--- config.mk ---
export PLATFORM = sky130hd
export DESIGN_NAME = dm_block_mover
export DESIGN_NICKNAME = d
export VERILOG_FILES = /design/src/rtl/dm_pkg.sv /design/src/rtl/dm_range_check.sv /design/src/rtl/dm_block_mover.sv
export SDC_FILE = /design/constraint.sdc
export NUM_CORES = 1
export LEC_CHECK = 0
export BUFFER_PORTS_ARGS = -buffer_cell sky130_fd_sc_hd__buf_2
export CAP_MARGIN = 25
export CORE_MARGIN = 5
export CORE_UTILIZATION = 45
export DETAILED_ROUTE_END_ITERATION = 8
export PLACE_DENSITY = 0.66
export SLEW_MARGIN = 20
export SYNTH_ARGS = -nofsm -noshare
export SYNTH_HDL_FRONTEND = slang
export SYNTH_SLANG_ARGS = --single-unit
--- constraint.sdc ---
create_clock -name CLK -period 10.27 [get_ports CLK]
set_input_delay 0.5135 -clock CLK [delete_from_list [all_inputs] [get_ports CLK]]
set_output_delay 0.5135 -clock CLK [all_outputs]
set_load 0.05 [all_outputs]
--- src/rtl/dm_pkg.sv ---
// ---------------------------------------------------------------------------
// dm_pkg
// Shared types and constants for the block mover and its range checker.
//   mover_state_t : FSM state encoding of the mover
//   IO_ADDR       : memory-mapped IO word address (CPUIn on read, CPUOut on write)
//   WORD_BYTES    : pointer stride for incrementing sides
//   word_aligned  : true when the low two address bits are zero
// ---------------------------------------------------------------------------
package dm_pkg;

  // ST_RD is prefixed so it cannot collide with the responder read-data port RD.
  typedef enum logic [1:0] {
    ST_IDLE = 2'd0,
    ST_RD   = 2'd1,
    ST_WR   = 2'd2,
    ST_FIN  = 2'd3
  } mover_state_t;

  localparam logic [31:0] IO_ADDR    = 32'hFFFF_FFFC;
  localparam logic [31:0] WORD_BYTES = 32'd4;

  function automatic logic word_aligned(input logic [1:0] addr_lsb);
    return (addr_lsb == 2'b00);
  endfunction

endpackage

--- src/rtl/dm_range_check.sv ---
// ---------------------------------------------------------------------------
// dm_range_check
// Combinational legality check for one side (source or destination) of a
// block move request.
//   addr : byte address of the first word
//   len  : number of words in the request
//   fix  : 1 = the address stays put for every word (IO streaming or a single
//          memory word touched repeatedly)
//   ok   : 1 = the side is legal
// Fixed side      : IO_ADDR, or an aligned word fully inside the memory.
// Incrementing    : aligned, not IO_ADDR, and the last byte inside the memory.
// A zero-length request only needs the alignment (or IO) condition.
// ---------------------------------------------------------------------------
module dm_range_check #(
  parameter int          MEM_BYTES = 1024,
  parameter int          LEN_W     = 9,
  parameter logic [31:0] IO_ADDR   = 32'hFFFF_FFFC
) (
  input  logic [31:0]      addr,
  input  logic [LEN_W-1:0] len,
  input  logic             fix,
  output logic             ok
);
  import dm_pkg::*;

  logic [32:0] base;
  logic [32:0] span;
  logic [32:0] end_excl;
  logic [32:0] word_end;
  logic [32:0] mem_limit;
  logic        aligned;
  logic        is_io;
  logic        len_zero;

  // 33-bit arithmetic: an address near the top of the 32-bit space must not
  // wrap around and appear to fit inside the memory.
  assign base      = {1'b0, addr};
  assign span      = {{(33-LEN_W-2){1'b0}}, len, 2'b00};
  assign end_excl  = base + span;      // one past the last byte touched
  assign word_end  = base + 33'd4;     // one past a single word
  assign mem_limit = 33'(MEM_BYTES);

  assign aligned  = word_aligned(addr[1:0]);
  assign is_io    = (addr == IO_ADDR);
  assign len_zero = (len == '0);

  always_comb begin
    ok = 1'b0;
    if (fix) begin
      ok = is_io || (aligned && (len_zero || (word_end <= mem_limit)));
    end else begin
      ok = aligned && !is_io && (len_zero || (end_excl <= mem_limit));
    end
  end

endmodule

--- src/rtl/dm_block_mover.sv ---
// ---------------------------------------------------------------------------
// dm_block_mover
// Bus-initiator DMA engine: copies LEN 32-bit words from SRC to DST through
// the data memory / memory-mapped IO responder, one read cycle followed by
// one write cycle per word.
//
// Ports
//   CLK, RESET        : clock (rising edge), asynchronous active-high reset
//   START             : one-cycle request, only looked at in idle
//   SRC, DST, LEN     : source/destination byte address, word count
//   SRC_FIX, DST_FIX  : 1 = that side's address does not increment
//   A, WD, WE         : responder address, write data, write enable
//   RD                : responder read data (combinational from A)
//   BUSY              : mover owns the bus (read and write states)
//   DONE              : one-cycle completion pulse
//   ERR               : request rejected; raised with DONE, held until the
//                       next accepted START
//
// State    | meaning
// ---------+-------------------------------------------------------------
// ST_IDLE  | bus released (A=0, WE=0); waiting for START
// ST_RD    | A=source pointer; RD captured into the data register
// ST_WR    | A=destination pointer, WD=data register, WE=1; pointers step
// ST_FIN   | DONE pulse, bus released; back to idle next cycle
// ---------------------------------------------------------------------------
module dm_block_mover #(
  parameter int          MEM_BYTES = 1024,
  parameter int          LEN_W     = 9,
  parameter logic [31:0] IO_ADDR   = 32'hFFFF_FFFC
) (
  input  logic             CLK,
  input  logic             RESET,
  input  logic             START,
  input  logic [31:0]      SRC,
  input  logic [31:0]      DST,
  input  logic [LEN_W-1:0] LEN,
  input  logic             SRC_FIX,
  input  logic             DST_FIX,
  output logic [31:0]      A,
  output logic [31:0]      WD,
  output logic             WE,
  input  logic [31:0]      RD,
  output logic             BUSY,
  output logic             DONE,
  output logic             ERR
);
  import dm_pkg::*;

  mover_state_t     state;
  logic [31:0]      src_ptr;
  logic [31:0]      dst_ptr;
  logic [31:0]      data_reg;
  logic [LEN_W-1:0] count;
  logic             src_fix;
  logic             dst_fix;
  logic             src_ok;
  logic             dst_ok;
  logic [31:0]      src_next;
  logic [31:0]      dst_next;
  logic             last_word;

  // Validation looks at the raw request inputs so the decision is made on
  // the same edge that latches them.
  dm_range_check #(
    .MEM_BYTES (MEM_BYTES),
    .LEN_W     (LEN_W),
    .IO_ADDR   (IO_ADDR)
  ) u_src_check (
    .addr (SRC),
    .len  (LEN),
    .fix  (SRC_FIX),
    .ok   (src_ok)
  );

  dm_range_check #(
    .MEM_BYTES (MEM_BYTES),
    .LEN_W     (LEN_W),
    .IO_ADDR   (IO_ADDR)
  ) u_dst_check (
    .addr (DST),
    .len  (LEN),
    .fix  (DST_FIX),
    .ok   (dst_ok)
  );

  assign src_next  = src_fix ? src_ptr : (src_ptr + WORD_BYTES);
  assign dst_next  = dst_fix ? dst_ptr : (dst_ptr + WORD_BYTES);
  assign last_word = (count == LEN_W'(1));

  // The data register only changes at the end of a read cycle, so it is
  // stable for the whole following write cycle.
  assign WD = data_reg;

  // A, WE, BUSY and DONE are loaded together with the next state so each is
  // a clean registered decode of the state being entered.
  always_ff @(posedge CLK or posedge RESET) begin
    if (RESET) begin
      state    <= ST_IDLE;
      A        <= '0;
      WE       <= 1'b0;
      BUSY     <= 1'b0;
      DONE     <= 1'b0;
      ERR      <= 1'b0;
      src_ptr  <= '0;
      dst_ptr  <= '0;
      data_reg <= '0;
      count    <= '0;
      src_fix  <= 1'b0;
      dst_fix  <= 1'b0;
    end else begin
      DONE <= 1'b0;
      case (state)
        ST_IDLE: begin
          A    <= '0;
          WE   <= 1'b0;
          BUSY <= 1'b0;
          if (START) begin
            src_ptr <= SRC;
            dst_ptr <= DST;
            count   <= LEN;
            src_fix <= SRC_FIX;
            dst_fix <= DST_FIX;
            ERR     <= 1'b0;
            if (!(src_ok && dst_ok)) begin
              ERR   <= 1'b1;
              DONE  <= 1'b1;
              state <= ST_FIN;
            end else if (LEN == '0) begin
              DONE  <= 1'b1;
              state <= ST_FIN;
            end else begin
              A     <= SRC;
              BUSY  <= 1'b1;
              state <= ST_RD;
            end
          end
        end

        ST_RD: begin
          data_reg <= RD;
          A        <= dst_ptr;
          WE       <= 1'b1;
          BUSY     <= 1'b1;
          state    <= ST_WR;
        end

        ST_WR: begin
          src_ptr <= src_next;
          dst_ptr <= dst_next;
          count   <= count - LEN_W'(1);
          WE      <= 1'b0;
          if (last_word) begin
            A     <= '0;
            BUSY  <= 1'b0;
            DONE  <= 1'b1;
            state <= ST_FIN;
          end else begin
            // Next read address is the stepped source pointer, not the
            // stale one still held in src_ptr this cycle.
            A     <= src_next;
            BUSY  <= 1'b1;
            state <= ST_RD;
          end
        end

        ST_FIN: begin
          A     <= '0;
          WE    <= 1'b0;
          BUSY  <= 1'b0;
          state <= ST_IDLE;
        end

        default: begin
          A     <= '0;
          WE    <= 1'b0;
          BUSY  <= 1'b0;
          state <= ST_IDLE;
        end
      endcase
    end
  end

endmodule

==> Flow_metrics.wiki, run 1 <==
{| class="wikitable"
! Metric !! Value
|-
| All-layer global routing usage || 27.0%
|-
| Fill cells || 2,200
|-
| Final TNS setup || 0 ns
|-
| Outcome || completed
|-
| Combined area of the multi-input logic cells || 6200 um2
|-
| Core Footprint || 22,600 um2
|-
| Maximum number of pins on one net before global-route repair || 83
|-
| Cell type contributing the most total cell area after synthesis || sky130_fd_sc_hd__dfrtp_1
|-
| Max Clock Skew || 0.00828 ns
|-
| IR Drop Worst-Case VDD || 0.194 mV
|-
| Number of buffers inserted to repair setup after CTS || 0
|-
| Post-CTS resize count || 0
|-
| Startpoint-to-endpoint class of the critical path || primary input to flip-flop
|-
| Mapped Avg Cell Area || 7.80 um2
|-
| Final period demand of the worst path || 4.21 ns
|-
| Clock transition at the registers of the reported paths || 0.07 ns
|-
| Slew of the pin with the lowest slew margin || 0.970 ns
|-
| Share of the clock period used by the worst path || 41.0%
|-
| Effective utilization at floorplan || 45.7%
|-
| Post-synth EDFFs || 0
|-
| Post-synthesis sequential area ratio || 35.1%
|-
| Number of DRC markers in iteration 0 || 1,191
|-
| Antenna violation net count after detailed routing || 0
|-
| Sinks on the clock net || 145
|-
| Xor and xnor fraction of the mapped netlist area || 4.40%
|-
| Dominant combinational cell family by area after synthesis || simple AND/OR/NAND/NOR gates
|-
| Number of synthesis warnings || 0
|-
| H-Tree Level Count || 4
|-
| Overall power after layout || 3.49 mW
|-
| Netlist area before placement || 10,300 um2
|-
| Largest delay contributor family on the critical path || simple AND/OR/NAND/NOR gates
|-
| Max Cap Violations || 0
|-
| Total Nets Final || 1,574
|-
| Yosys cell types || 71
|-
| Buf/Inv on CP || 1
|-
| Overflow after GRT || 0
|-
| Count of TritonRoute iterations in the first routing pass || 5
|-
| Flip-flop and latch count after synthesis || 145
|-
| Number of failing setup endpoints in the final timing report || 0
|-
| DRC viols || 0
|-
| Req. time, crit path || 10.58 ns
|-
| Cell Pwr Density || 293 nW/um2
|-
| Count of endpoints failing hold in the final timing report || 0
|-
| Syn Nets || 1,461
|-
| Skew-Pair Late Insertion Delay || 0.42 ns
|-
| Die Y || 162 um
|-
| Buffer depth of the longest clock path || 2
|-
| Area added between synthesis and finish || 15.3%
|-
| Register area || 3630 um2
|-
| Area enclosed by the die boundary || 26,100 um2
|-
| Compound-gate portion of the synthesized area || 24.4%
|-
| Ratio of cells with drive above 1 in the final layout || 17.7%
|-
| Number of cell rows || 55
|-
| Async SR Flop Fraction || 100%
|-
| Delay of the slowest critical-path stage || 0.72 ns
|-
| HP Class || primary input to async pin
|-
| Number of global-route vias before repair || 10,300
|-
| Number of antenna violations at the first check in global routing || 1
|-
| Routed wire per std cell || 20.9 um
|-
| Final routed wirelength across all metal layers || 36.3 mm
|-
| Horiz. Die Dim || 162 um
|-
| Worst-path fanout max || 32
|-
| Area share of the largest cell type after synthesis || 35.1%
|-
| Total count of max-transition violations in the final report || 0
|-
| Port Buf Inserts || 177
|-
| Routed vias || 10,900
|-
| Chain of cells forming the critical path || buf_2 -> nand4_1 -> nor3_1 -> mux2_2 -> o21ai_0 -> or4b_1 -> or4b_2 -> o31ai_2 -> nand4_4 -> o41ai_2
|-
| Setup repair after global routing missed its margin || false
|-
| CTS tree || yes
|-
| Total clock buffers created by CTS || 17
|-
| Highest-delay cell along the critical path || sky130_fd_sc_hd__nor3_1
|-
| Achievable frequency || 237 MHz
|-
| Post-synthesis share of cell area spent on full adders, half adders and majority gates || 3.05%
|-
| Placer's final routability congestion estimate || 0.982
|-
| Multiplexer fraction of the synthesized cell area || 1.73%
|-
| Data arrival time of the critical path || 4.53 ns
|-
| Simple-gate portion of the synthesized area || 26.2%
|-
| Post-detailed-route via-to-cell ratio || 6.27
|-
| Slew Limit Headroom || 34.7%
|-
| HPWL Detailed || 26.1 mm
|-
| Wire length of the first global-routing pass || 56.9 mm
|-
| Number of ports placed on the die boundary || 178
|-
| Post-cts hold buffer count || 0
|-
| Leakage power || 5.21 nW
|-
| Number of instances in the synthesized netlist || 1,327
|-
| Critical Path Start Type || primary input
|-
| Antenna diode count || 0
|-
| Master cell of the clock root buffer || sky130_fd_sc_hd__clkbuf_16
|-
| Kind of end point of the critical path || flip-flop
|-
| Leading cell types by total area after synthesis || sky130_fd_sc_hd__dfrtp_1, sky130_fd_sc_hd__nand2_1, sky130_fd_sc_hd__a21oi_1, sky130_fd_sc_hd__o21ai_0, sky130_fd_sc_hd__nor2_1
|-
| Top FF cell, synth || sky130_fd_sc_hd__dfrtp_1
|}
==> report_power, final <==
| group | switching (mW) | internal (mW) | leakage, nW | total (mW) |
|---|---|---|---|---|
| logic | 1.26 | 0.504 | 3.16 | 1.76 |
| registers | 0.243 | 0.840 | 1.76 | 1.08 |
| clock network | 0.272 | 0.373 | 0.295 | 0.646 |
==> cells in the final DEF, fill, tap and decap left out, types with 34 or more instances in the layout <==
master / Yosys / routed
sky130_fd_sc_hd__nand2_1: 219 / 219
sky130_fd_sc_hd__buf_2: 4 / 177
sky130_fd_sc_hd__dfrtp_1: 145 / 145
sky130_fd_sc_hd__a21oi_1: 100 / 99
sky130_fd_sc_hd__o21ai_0: 89 / 89
sky130_fd_sc_hd__nor2_1: 86 / 85
sky130_fd_sc_hd__nand3_1: 52 / 52
sky130_fd_sc_hd__nand4_1: 48 / 48
sky130_fd_sc_hd__nor3_1: 38 / 38
sky130_fd_sc_hd__inv_1: 39 / 37
sky130_fd_sc_hd__a22oi_1: 37 / 37
sky130_fd_sc_hd__xnor2_1: 34 / 34
==> through the flow <==
| step | std cells | utilization (%) | hold WS, ns | cell area (um2) | worst slack [ns] |
|---|---|---|---|---|---|
| 6_report | 1738 | 52.7 | 0.222 | 11900 | 6.06 |
| 5_1_grt | 1738 | 52.7 | 0.275 | 11900 | 5.89 |
| 4_1_cts | 1736 | 52.6 | 0.253 | 11900 | 6.01 |
| 3_5_place_dp | 1704 | 49.9 | 0.456 | 11300 | 5.59 |
| 3_3_place_gp | 1704 | 49.9 | 0.453 | 11300 | 5.75 |
| 2_1_floorplan | 1327 | - | 0.446 | 10300 | 5.86 |
==> synth_stat cells (9+ instances only) <==
library cell / count
sky130_fd_sc_hd__xor2_1: 18
sky130_fd_sc_hd__mux2i_1: 10
sky130_fd_sc_hd__ha_1: 22
sky130_fd_sc_hd__o21ai_0: 89
sky130_fd_sc_hd__xnor2_1: 34
sky130_fd_sc_hd__clkbuf_1: 83
sky130_fd_sc_hd__dfrtp_1: 145
sky130_fd_sc_hd__nand2_1: 219
sky130_fd_sc_hd__nor3_1: 38
sky130_fd_sc_hd__and4_1: 12
sky130_fd_sc_hd__a22oi_1: 37
sky130_fd_sc_hd__or4_1: 10
sky130_fd_sc_hd__inv_1: 39
sky130_fd_sc_hd__nor4_1: 18
sky130_fd_sc_hd__nand4_1: 48
sky130_fd_sc_hd__a21o_1: 10
sky130_fd_sc_hd__a31oi_1: 14
sky130_fd_sc_hd__nor2_1: 86
sky130_fd_sc_hd__and3_1: 22
sky130_fd_sc_hd__nor2b_1: 10
sky130_fd_sc_hd__o21ai_1: 29
sky130_fd_sc_hd__a21oi_1: 100
sky130_fd_sc_hd__nand3_1: 52
sky130_fd_sc_hd__o22ai_1: 28
sky130_fd_sc_hd__o22a_1: 9
==> cell type report <==
type	instances	share of cell area, %
Clock buffer	18	3.68
Clock inverter	14	1.44
Inverter	39	1.27
Multi-Input combinational cell	1047	52.0
Sequential cell	145	30.4
Tap cell	285	2.99
Timing Repair Buffer	190	8.27
==> cell families (layout without fill, tap and decap cells) <==
group           Yosys count  after routing
simple gates            555            555
compound gates          399            399
flops                   145            145
buf+inv                 135            261
xor+xnor                 52             52
fa+ha+maj                24             24
mux                      17             17
==> registers in the layout, summed over array words and instances (netlist names) <==
register and flops:
DONE 1, WE 1, dst_fix 1, count 9, BUSY 1, A 32, state 2, src_ptr 32
dst_ptr 32, ERR 1, WD 32, src_fix 1
==> final timing paths <==
path | from | to | slack (ns) | depth (start not counted)
worst max-delay path | SRC[8] | A[10] | 6.06 | 10
worst min-delay path | RESET | WD[16] | 0.22 | 2
worst max register to register | src_fix | A[27] | 7.07 | 9
worst min register to register | WD[23] | WD[23] | 0.47 | 2
max in group asynchronous | RESET | dst_ptr[8] | 8.68 | 3
min in group CLK | RD[16] | WD[16] | 0.28 | 3
==> layer usage <==
metal / wire length (um) / GRT usage, % / part of all wire [%] / vias up
met5: 13 / 0 / 0.036 / -
met3: 3320 / 5.92 / 9.2 / 47
met4: 737 / 7.38 / 2.0 / 2
li1: - / - / - / 5100
met1: 15500 / 37.1 / 43 / 5219
met2: 16700 / 43.2 / 46 / 526
No activity file was read; power rests on OpenSTA's default activity.
==> inputs of run 2 (changes only) <==
clock period = 4.2 ns   (was 10.27 ns; I/O delays follow)
==> Flow_metrics.wiki, run 2 (synthesized netlist as in run 1, its figures left out) <==
{| class="wikitable"
! Metric !! Value
|-
| Outcome || completed (unchanged)
|-
| Post-cts hold buffer count || 36 (was 0)
|-
| Core Footprint || 22,600 um2 (unchanged)
|-
| Req. time, crit path || 4.55 ns (was 10.58 ns)
|-
| Slew of the pin with the lowest slew margin || 0.820 ns (was 0.970 ns)
|-
| HP Class || primary input to flip-flop (was primary input to async pin)
|-
| Leakage power || 5.43 nW (was 5.21 nW)
|-
| Maximum number of pins on one net before global-route repair || 84 (was 83)
|-
| Count of TritonRoute iterations in the first routing pass || 5 (unchanged)
|-
| Data arrival time of the critical path || 4.09 ns (was 4.53 ns)
|-
| Max Cap Violations || 0 (unchanged)
|-
| Worst slack on hold paths || 0.0125 ns (was 0.222 ns)
|-
| Buffer depth of the longest clock path || 2 (unchanged)
|-
| Sinks on the clock net || 145 (unchanged)
|-
| Placer's final routability congestion estimate || 0.979 (was 0.982)
|-
| Total count of max-transition violations in the final report || 0 (unchanged)
|-
| Number of antenna violations at the first check in global routing || 0 (was 1)
|-
| Slew Limit Headroom || 45.3% (was 34.7%)
|-
| All-layer global routing usage || 27.4% (was 27.0%)
|-
| Kind of end point of the critical path || flip-flop (unchanged)
|-
| Total Nets Final || 1,628 (was 1,574)
|-
| DRC viols || 0 (unchanged)
|-
| Delay of the slowest critical-path stage || 0.63 ns (was 0.72 ns)
|-
| CTS tree || yes (unchanged)
|-
| Final period demand of the worst path || 3.74 ns
|-
| Total clock buffers created by CTS || 17 (unchanged)
|-
| Final TNS setup || 0 ns (unchanged)
|-
| Number of cell rows || 55 (unchanged)
|-
| Achievable frequency || 267 MHz
|-
| Setup WS pre-CTS || 0.235 ns (was 5.59 ns)
|-
| Most frequent cells in the layout || sky130_fd_sc_hd__nand2_1, sky130_fd_sc_hd__buf_2, sky130_fd_sc_hd__dfrtp_1 (unchanged)
|-
| Worst-path fanout max || 21 (was 32)
|-
| Worst path setup slack after routing || 0.462 ns (was 6.06 ns)
|-
| Share of the clock period used by the worst path || 89.0%
|-
| Startpoint-to-endpoint class of the critical path || primary input to flip-flop (unchanged)
|-
| Die Y || 162 um (unchanged)
|-
| Area enclosed by the die boundary || 26,100 um2 (unchanged)
|-
| Count of endpoints failing hold in the final timing report || 0 (unchanged)
|-
| Setup repair after global routing missed its margin || false (unchanged)
|-
| H-Tree Level Count || 4 (unchanged)
|-
| Overflow after GRT || 0 (unchanged)
|-
| Number of buffers inserted to repair setup after CTS || 0 (unchanged)
|-
| Number of DRC markers in iteration 0 || 1,235 (was 1,191)
|-
| Final routed wirelength across all metal layers || 36.2 mm (was 36.3 mm)
|-
| Post-CTS resize count || 0 (unchanged)
|-
| Routed vias || 11,000 (was 10,900)
|-
| Port Buf Inserts || 177 (unchanged)
|-
| Number of ports placed on the die boundary || 178 (unchanged)
|-
| Horiz. Die Dim || 162 um (unchanged)
|-
| Max Clock Skew || 0.0113 ns (was 0.00828 ns)
|-
| Ratio of cells with drive above 1 in the final layout || 18.2% (was 17.7%)
|-
| Wire length of the first global-routing pass || 58.0 mm (was 56.9 mm)
|-
| Skew-Pair Late Insertion Delay || 0.44 ns (was 0.42 ns)
|-
| Master cell of the clock root buffer || sky130_fd_sc_hd__clkbuf_16 (unchanged)
|-
| Number of global-route vias before repair || 10,500 (was 10,300)
|-
| Chain of cells forming the critical path || dlygate4sd3_1 -> buf_2 -> nor2_1 -> o21ai_0 -> a2111oi_0 -> a31oi_1 -> or4b_1 -> or4b_2 -> o31ai_2 -> nand4_4 -> buf_12 -> o21ai_1 (was buf_2 -> nand4_1 -> nor3_1 -> mux2_2 -> o21ai_0 -> or4b_1 -> or4b_2 -> o31ai_2 -> nand4_4 -> o41ai_2)
|-
| Fill cells || 2,096 (was 2,200)
|-
| Routed wire per std cell || 20.2 um (was 20.9 um)
|-
| Buf/Inv on CP || 3 (was 1)
|-
| IR Drop Worst-Case VDD || 0.472 mV (was 0.194 mV)
|-
| Effective utilization at floorplan || 45.7% (unchanged)
|-
| Post-detailed-route via-to-cell ratio || 6.13 (was 6.27)
|-
| Highest-delay cell along the critical path || sky130_fd_sc_hd__or4b_2 (was sky130_fd_sc_hd__nor3_1)
|-
| Number of placed instances with taps included || 1,724 (was 1,704)
|-
| Antenna diode count || 0 (unchanged)
|-
| HPWL Detailed || 26.2 mm (was 26.1 mm)
|-
| Number of failing setup endpoints in the final timing report || 0 (unchanged)
|-
| Largest delay contributor family on the critical path || simple AND/OR/NAND/NOR gates (unchanged)
|-
| Cell Pwr Density || 682 nW/um2 (was 293 nW/um2)
|-
| Antenna violation net count after detailed routing || 0 (unchanged)
|-
| Critical Path Start Type || primary input (unchanged)
|-
| Area added between synthesis and finish || 19.8% (was 15.3%)
|-
| Clock transition at the registers of the reported paths || 0.06 ns (was 0.07 ns)
|-
| Leading cell type in the layout, fill and taps excluded || sky130_fd_sc_hd__nand2_1 (unchanged)
|-
| Final std cells w/o fill || 1,792 (was 1,738)
|}
## run 2: stage by stage
step                      total power [mW]  area, um2  util (%)
after floorplan                       5.68      10300         -
after global placement                6.85      11500      50.6
after detailed placement              6.92      11500      50.6
after CTS                             8.43      12400      54.8
after global routing                  9.03      12400      54.8
final                                 8.46      12400      54.8
## run 2: cell type report
| type | count | area [um2] | share of cell area (%) |
|---|---|---|---|
| Multi-Input combinational cell | 1047 | 6200 | 50.0 |
| Sequential cell | 145 | 3630 | 29.3 |
| Timing Repair Buffer | 244 | 1490 | 12.0 |
| Clock buffer | 18 | 429 | 3.46 |
| Tap cell | 285 | 357 | 2.88 |
| Inverter | 39 | 151 | 1.22 |
| Clock inverter | 14 | 140 | 1.13 |
## run 2: where the power goes
group / internal (mW) / switching [mW] / total [mW] / leakage [nW]
Sequential: 2.05 / 0.632 / 2.69 / 1.76
Combinational: 1.28 / 3.02 / 4.31 / 3.41
Clock: 0.785 / 0.680 / 1.46 / 0.272
## run 2: worst reg2reg max path: cells and delay by family (launching register included)
kind | cells | cell delay (ns)
buf+inv | 2 | 0.75
compound gates | 2 | 0.51
simple gates | 3 | 0.77
flops | 1 | 0.82
## run 2: per-layer routing
layer	wire length [um]	GRT usage (%)	vias to the layer above
met4	714	6.92	0
met3	3270	4.92	52
met5	0	0	-
met2	16300	43.8	532
li1	-	-	5202
met1	15900	38.8	5201
## run 2: worst paths after layout
path / startpoint / end / slack, ns / depth (start not counted)
max: SRC[1] / A[27] / 0.46 / 12
min: DST[0] / dst_ptr[0] / 0.01 / 3
max reg2reg: state[1] / A[11] / 1.28 / 7
min reg2reg: WD[14] / WD[14] / 0.47 / 2
max in group asynchronous: RESET / src_ptr[2] / 2.73 / 4
min in group asynchronous: RESET / WD[16] / 0.46 / 3
